**config.mk**
```make
export PLATFORM = sky130hd
export DESIGN_NAME = lbdr_dr
export DESIGN_NICKNAME = d
export VERILOG_FILES = /design/src/rtl/lbdr_pkg.sv /design/src/rtl/lbdr_route_comb.sv /design/src/rtl/lbdr_dr.sv
export SDC_FILE = /design/constraint.sdc
export NUM_CORES = 1
export LEC_CHECK = 0
export ABC_CLOCK_PERIOD_IN_PS = 2400
export CAP_MARGIN = 20
export CORE_MARGIN = 2
export CORE_UTILIZATION = 44
export DETAILED_ROUTE_END_ITERATION = 12
export GPL_TIMING_DRIVEN = 0
export PLACE_DENSITY = 0.79
export SYNTH_ARGS = -nofsm -noshare
export SYNTH_HDL_FRONTEND = slang
export SYNTH_SLANG_ARGS = --single-unit
```
**constraint.sdc**
```tcl
create_clock -name clk -period 2.4 [get_ports clk]
set_input_delay 0.72 -clock clk [delete_from_list [all_inputs] [get_ports clk]]
set_output_delay 0.72 -clock clk [all_outputs]
set_load 0.005 [all_outputs]
```
**src/rtl/lbdr_pkg.sv**
```systemverilog
// Shared encodings for the LBDR routing unit: flit types, FSM states and
// port bit positions in the 5-bit request vector {L,S,W,E,N}.
package lbdr_pkg;
  localparam logic [2:0] HEADER = 3'b001;
  localparam logic [2:0] BODY   = 3'b010;
  localparam logic [2:0] TAIL   = 3'b100;

  typedef enum logic [1:0] {IDLE, HOLD, LAST} state_t;

  localparam int N = 0;
  localparam int E = 1;
  localparam int W = 2;
  localparam int S = 3;
  localparam int L = 4;
endpackage

```
**src/rtl/lbdr_route_comb.sv**
```systemverilog
// Combinational LBDR route computation: minimal adaptive requests, with an
// optional single-port deroute when no minimal port is usable.
module lbdr_route_comb
  import lbdr_pkg::*;
#(
  parameter int X_W        = 2,
  parameter int Y_W        = 2,
  parameter bit DEROUTE_EN = 1'b1
) (
  input  logic [X_W+Y_W-1:0] dst,
  input  logic [X_W+Y_W-1:0] cur,
  input  logic [7:0]         rxy,
  input  logic [3:0]         cx,
  input  logic [3:0]         dr,
  output logic [4:0]         ports,
  output logic               unroutable
);
  logic [X_W-1:0] xd, xc;
  logic [Y_W-1:0] yd, yc;
  logic           n1, s1, e1, w1, here;
  logic [3:0]     mins, mask, der;

  assign xd = dst[X_W-1:0];
  assign yd = dst[X_W+Y_W-1:X_W];
  assign xc = cur[X_W-1:0];
  assign yc = cur[X_W+Y_W-1:X_W];

  assign n1   = yd < yc;
  assign s1   = yc < yd;
  assign e1   = xc < xd;
  assign w1   = xd < xc;
  assign here = ~n1 & ~s1 & ~e1 & ~w1;

  // rxy = {Rsw,Rse,Rws,Rwn,Res,Ren,Rnw,Rne}, cx = {Cs,Cw,Ce,Cn}
  assign mins[N] = ((n1 & ~e1 & ~w1) | (n1 & e1 & rxy[0]) | (n1 & w1 & rxy[1])) & cx[0];
  assign mins[E] = ((e1 & ~n1 & ~s1) | (e1 & n1 & rxy[2]) | (e1 & s1 & rxy[3])) & cx[1];
  assign mins[W] = ((w1 & ~n1 & ~s1) | (w1 & n1 & rxy[4]) | (w1 & s1 & rxy[5])) & cx[2];
  assign mins[S] = ((s1 & ~e1 & ~w1) | (s1 & e1 & rxy[6]) | (s1 & w1 & rxy[7])) & cx[3];

  generate
    if (DEROUTE_EN) begin : g_der
      assign mask = dr & cx;
    end else begin : g_noder
      logic unused_dr;
      assign unused_dr = ^dr;
      assign mask      = 4'b0000;
    end
  endgenerate

  // isolate lowest set bit: N has priority, then E, W, S
  assign der = mask & (~mask + 4'd1);

  always_comb begin
    ports      = '0;
    unroutable = 1'b0;
    if (here)          ports[L]   = 1'b1;
    else if (|mins)    ports[3:0] = mins;
    else if (|der)     ports[3:0] = der;
    else               unroutable = 1'b1;
  end
endmodule

```
**src/rtl/lbdr_dr.sv**
```systemverilog
// LBDR routing unit for one input port: config registers, packet-lock FSM
// and registered port requests toward the switch allocator.
module lbdr_dr
  import lbdr_pkg::*;
#(
  parameter int X_W          = 2,
  parameter int Y_W          = 2,
  parameter bit DEROUTE_EN   = 1'b1,
  parameter int RST_CUR_ADDR = 5
) (
  input  logic               clk,
  input  logic               rst,
  input  logic               empty,
  input  logic [2:0]         flit_id,
  input  logic [X_W+Y_W-1:0] dst_addr,
  input  logic [7:0]         Rxy_rst,
  input  logic [3:0]         Cx_rst,
  input  logic [3:0]         Dr_rst,
  input  logic [X_W+Y_W-1:0] cur_addr_rst,
  input  logic               cfg_we,
  input  logic [7:0]         cfg_Rxy,
  input  logic [3:0]         cfg_Cx,
  input  logic [3:0]         cfg_Dr,
  output logic               cfg_busy,
  output logic               Nport,
  output logic               Eport,
  output logic               Wport,
  output logic               Sport,
  output logic               Lport,
  output logic               unroutable,
  output logic               err_orphan
);
  localparam int A_W = X_W + Y_W;

  logic [A_W-1:0] cur_addr = A_W'(RST_CUR_ADDR);
  logic [7:0]     rxy;
  logic [3:0]     cx, dr;
  state_t         state, state_n;
  logic [4:0]     port_q, port_n, r_ports;
  logic           unr_q, unr_n, orph_q, orph_n, r_unr;
  logic           accept, hdr;

  lbdr_route_comb #(.X_W(X_W), .Y_W(Y_W), .DEROUTE_EN(DEROUTE_EN)) u_route (
    .dst        (dst_addr),
    .cur        (cur_addr),
    .rxy        (rxy),
    .cx         (cx),
    .dr         (dr),
    .ports      (r_ports),
    .unroutable (r_unr)
  );

  assign accept = ~empty;
  assign hdr    = accept && (flit_id == HEADER);

  always_comb begin
    state_n = state;
    port_n  = port_q;
    unr_n   = 1'b0;
    orph_n  = 1'b0;
    // a header re-routes from any state; an unroutable one drops the lock
    if (hdr) begin
      port_n  = r_ports;
      unr_n   = r_unr;
      state_n = r_unr ? IDLE : HOLD;
    end else begin
      case (state)
        IDLE: if (accept && (flit_id == BODY || flit_id == TAIL)) begin
          orph_n = 1'b1;
          port_n = '0;
        end
        HOLD: if (accept && flit_id == TAIL) state_n = LAST;
        LAST: begin
          state_n = IDLE;
          port_n  = '0;
        end
        default: begin
          state_n = IDLE;
          port_n  = '0;
        end
      endcase
    end
  end

  always_ff @(posedge clk) begin
    if (rst) begin
      state    <= IDLE;
      port_q   <= '0;
      unr_q    <= 1'b0;
      orph_q   <= 1'b0;
      rxy      <= Rxy_rst;
      cx       <= Cx_rst;
      dr       <= Dr_rst;
      cur_addr <= cur_addr_rst;
    end else begin
      state  <= state_n;
      port_q <= port_n;
      unr_q  <= unr_n;
      orph_q <= orph_n;
      // the header in this cycle already used the old values
      if (cfg_we && state == IDLE) begin
        rxy <= cfg_Rxy;
        cx  <= cfg_Cx;
        dr  <= cfg_Dr;
      end
    end
  end

  assign cfg_busy   = (state != IDLE);
  assign Nport      = port_q[N];
  assign Eport      = port_q[E];
  assign Wport      = port_q[W];
  assign Sport      = port_q[S];
  assign Lport      = port_q[L];
  assign unroutable = unr_q;
  assign err_orphan = orph_q;
endmodule

```
==> results.json <==
{
  "critPathBufInv": 2,
  "tns_ns": 0,
  "min_path_cells": 2,
  "hold_path_end": "port_q[0]",
  "post-route-period-util_pct": 98.0,
  "synthCells": 130,
  "syn_avg_cell_area_um2": 11.9,
  "synth-seq-cells": 29,
  "worstMarginPinSlew_ns": 0.607,
  "layout-drive-gt1-share_pct": 24.4,
  "relSlewSlack_pct": 59.6,
  "slowest_stage": "or4b_4",
  "clock_sinks": 29,
  "grt-ovfl-total": 0,
  "fin_ws_ns": 0.0480,
  "worstHoldStart": "port_q[0]",
  "utilization_pct": 69.2,
  "path_max_fanout": 5,
  "slew_viol_final": 0,
  "chipHeight_um": 63.3,
  "setup_violations": 0,
  "crit_required_ns": 2.66,
  "drtPass1Iterations": 4,
  "cts_buffers": 5,
  "num_rows": 21,
  "post_drt_wl_per_cell_um": 15.3,
  "antenna_found_initial": 0,
  "totalWireLength_um": 3660,
  "cts_root_buf": "clkbuf_4",
  "htreeDepth": 2,
  "routed_via_density": 5.30,
  "place_hpwl_um": 2740,
  "cap_violations": 0,
  "io_buffers": 54,
  "crit_family": "simple AND/OR/NAND/NOR gates",
  "final_nets": 243,
  "synth_nets": 181,
  "ff2ff_path_depth": 6,
  "cp-end-kind": "flip-flop",
  "grt_start_max_net_pins": 17,
  "antenna_cells": 0,
  "r2r_start": "cur_addr[1]",
  "yosysTopAreaCell": "edfxtp_1",
  "cp.arrival_ns": 2.62,
  "critPathMaxStageDelay_ns": 0.54,
  "period_minus_slack_ns": 2.35,
  "clock_latency_ns": 0.33,
  "drtAntennaViolNets": 0,
  "area_growth_pct": 50.2,
  "drt_iter0_drc": 60,
  "place_ws_ns": -0.472,
  "finalHoldViolCount": 0,
  "most-common-layout-cells": "clkdlybuf4s50_1 (52), edfxtp_1 (20), mux2_2 (16)",
  "synth_edf_count": 20,
  "dominantRegCellSynth": "edfxtp_1",
  "crit_chain": "clkdlybuf4s50_1, inv_1, ha_4, nor2b_4, o21ai_4, or4b_4, nand2b_4, a31oi_1",
  "synthArstFlopShare_pct": 0,
  "yosys.area.top_type_share_pct": 38.8,
  "synth.distinct_cells": 41,
  "p_leak_nw": 0.837,
  "cts_buffer_depth": 2,
  "worstReg2RegEnd": "state[0]",
  "synth.area.top_cells": "edfxtp_1 (39%), dfxtp_1 (12%), mux2_2 (12%), ha_1 (3.2%), nand2_1 (2.9%)",
  "status": "finished clean",
  "rsz0062_at_grt": "no",
  "seq_area_frac_synth_pct": 50.4,
  "vias": 1267,
  "path_class": "in2reg",
  "grt_util_all_layers_pct": 19.0,
  "drc": 0,
  "syn-cell-area_um2": 1550,
  "clk_pin_slew_ns": 0.09,
  "crit_path_start_kind": "input pin",
  "ctsHoldBuffers": 0,
  "gp_congestion": 0.935,
  "grt_pass1_vias": 1350,
  "fmax_mhz": 425,
  "synth_warnings": 0,
  "ir_worst_vdd_v": 0.000358,
  "grt_pass1_wl_um": 5880,
  "dieArea_um2": 4010,
  "start_util_pct": 46.1,
  "hold_class": "reg2reg",
  "core_um2": 3360,
  "fin_worst_skew_ns": 0.0119,
  "powerDensity_nw_per_um2": 510,
  "die_w_um": 63.3,
  "cts_tree": "built",
  "final_common_cell": "clkdlybuf4s50_1",
  "pin_count": 55,
  "r2r_setup_slack_ns": 0.39
}
[synth_stat cells, types with 3 or more instances]
library cell / count
a21oi_1: 6
dfxtp_1: 9
edfxtp_1: 20
ha_1: 4
inv_1: 6
mux2_2: 16
nand2_1: 12
nand4_1: 6
nor2_1: 6
nor2b_1: 3
nor3_1: 5
o21ai_0: 3
[worst register-to-register path: stages, from the launching register on]
cell	delay (ns)
edfxtp_1	0.43
ha_4	0.27
and2b_4	0.19
or3_4	0.39
a41oi_4	0.28
nand2_2	0.08
o31a_1	0.28
[metrics by stage]
step | power (W) | area [um^2] | hold WS (ns) | std cells
2_1_floorplan | 0.000726 | 1550 | 0.464 | 130
3_3_place_gp | 0.000834 | 2150 | 0.463 | 230
3_5_place_dp | 0.000845 | 2150 | 0.478 | 230
4_1_cts | 0.00116 | 2240 | 0.491 | 238
5_1_grt | 0.00124 | 2330 | 0.516 | 239
6_report | 0.00119 | 2330 | 0.491 | 239
[kinds of logic after synthesis]
| family | after synthesis | share of synthesized area [%] |
|---|---|---|
| flops | 29 | 50.4 |
| mux | 16 | 11.6 |
| compound gates | 23 | 11.0 |
| fa+ha+maj | 4 | 3.23 |
| xor+xnor | 1 | 0.566 |
| buf+inv | 9 | 3.31 |
| simple gates | 48 | 19.9 |
[area by class of cell]
cell class                 count  area [um^2]
sequential                    29          781
timing repair buffer          55          553
multi-input combinational     92          825
clock buffer                   6         51.3
fill                         266         1040
tap                           46         57.6
inverter                       6         22.5
buffer                         3         28.8
clock inverter                 2         8.76
[how the worst max path moves through the flow]
| stage | depth (start not counted) | start | slack, ns | end |
|---|---|---|---|---|
| floorplan | 7 | dst_addr[1] | 0.14 | state[0] |
| global placement | 8 | dst_addr[1] | -0.42 | state[0] |
| detailed placement | 8 | dst_addr[1] | -0.47 | state[0] |
| CTS | 8 | dst_addr[3] | 0.006 | port_q[0] |
| global route | 8 | dst_addr[3] | 0.008 | port_q[0] |
| finish | 8 | dst_addr[3] | 0.05 | port_q[0] |
[metal layers]
metal / share of wire (%) / GRT usage (%) / wire length (um)
met1: 38 / 20.5 / 1390
met2: 55 / 34.6 / 2000
met3: 5.7 / 4.46 / 207
met4: 1.7 / 9.51 / 61
met5: 0 / 0 / 0
[state kept, by name, indices dropped and copies added (netlist names)]
name / count
unroutable: 1
port_q: 5
dr: 4
cx: 4
rxy: 8
err_orphan: 1
cur_addr: 4
state: 2
[report_power, final]
part | internal, W | total, W | leakage, nW | switching [W]
Clock | 0.000138 | 0.000307 | 0.0357 | 0.000169
Combinational | 0.000163 | 0.000286 | 0.527 | 0.000123
Sequential | 0.000575 | 0.000594 | 0.274 | 0.0000198
Total | 0.000875 | 0.00119 | 0.837 | 0.000312
[what timing repair did]
| item | 4_1_cts | 5_1_grt |
|---|---|---|
| cloned | 0 | 0 |
| buffers inserted | 0 | 1 |
| resized for setup | 4 | 15 |
| setup endpoints to repair | 6 | 6 |
| pin swaps | 1 | 11 |
Power figures use the tool's default switching activity.
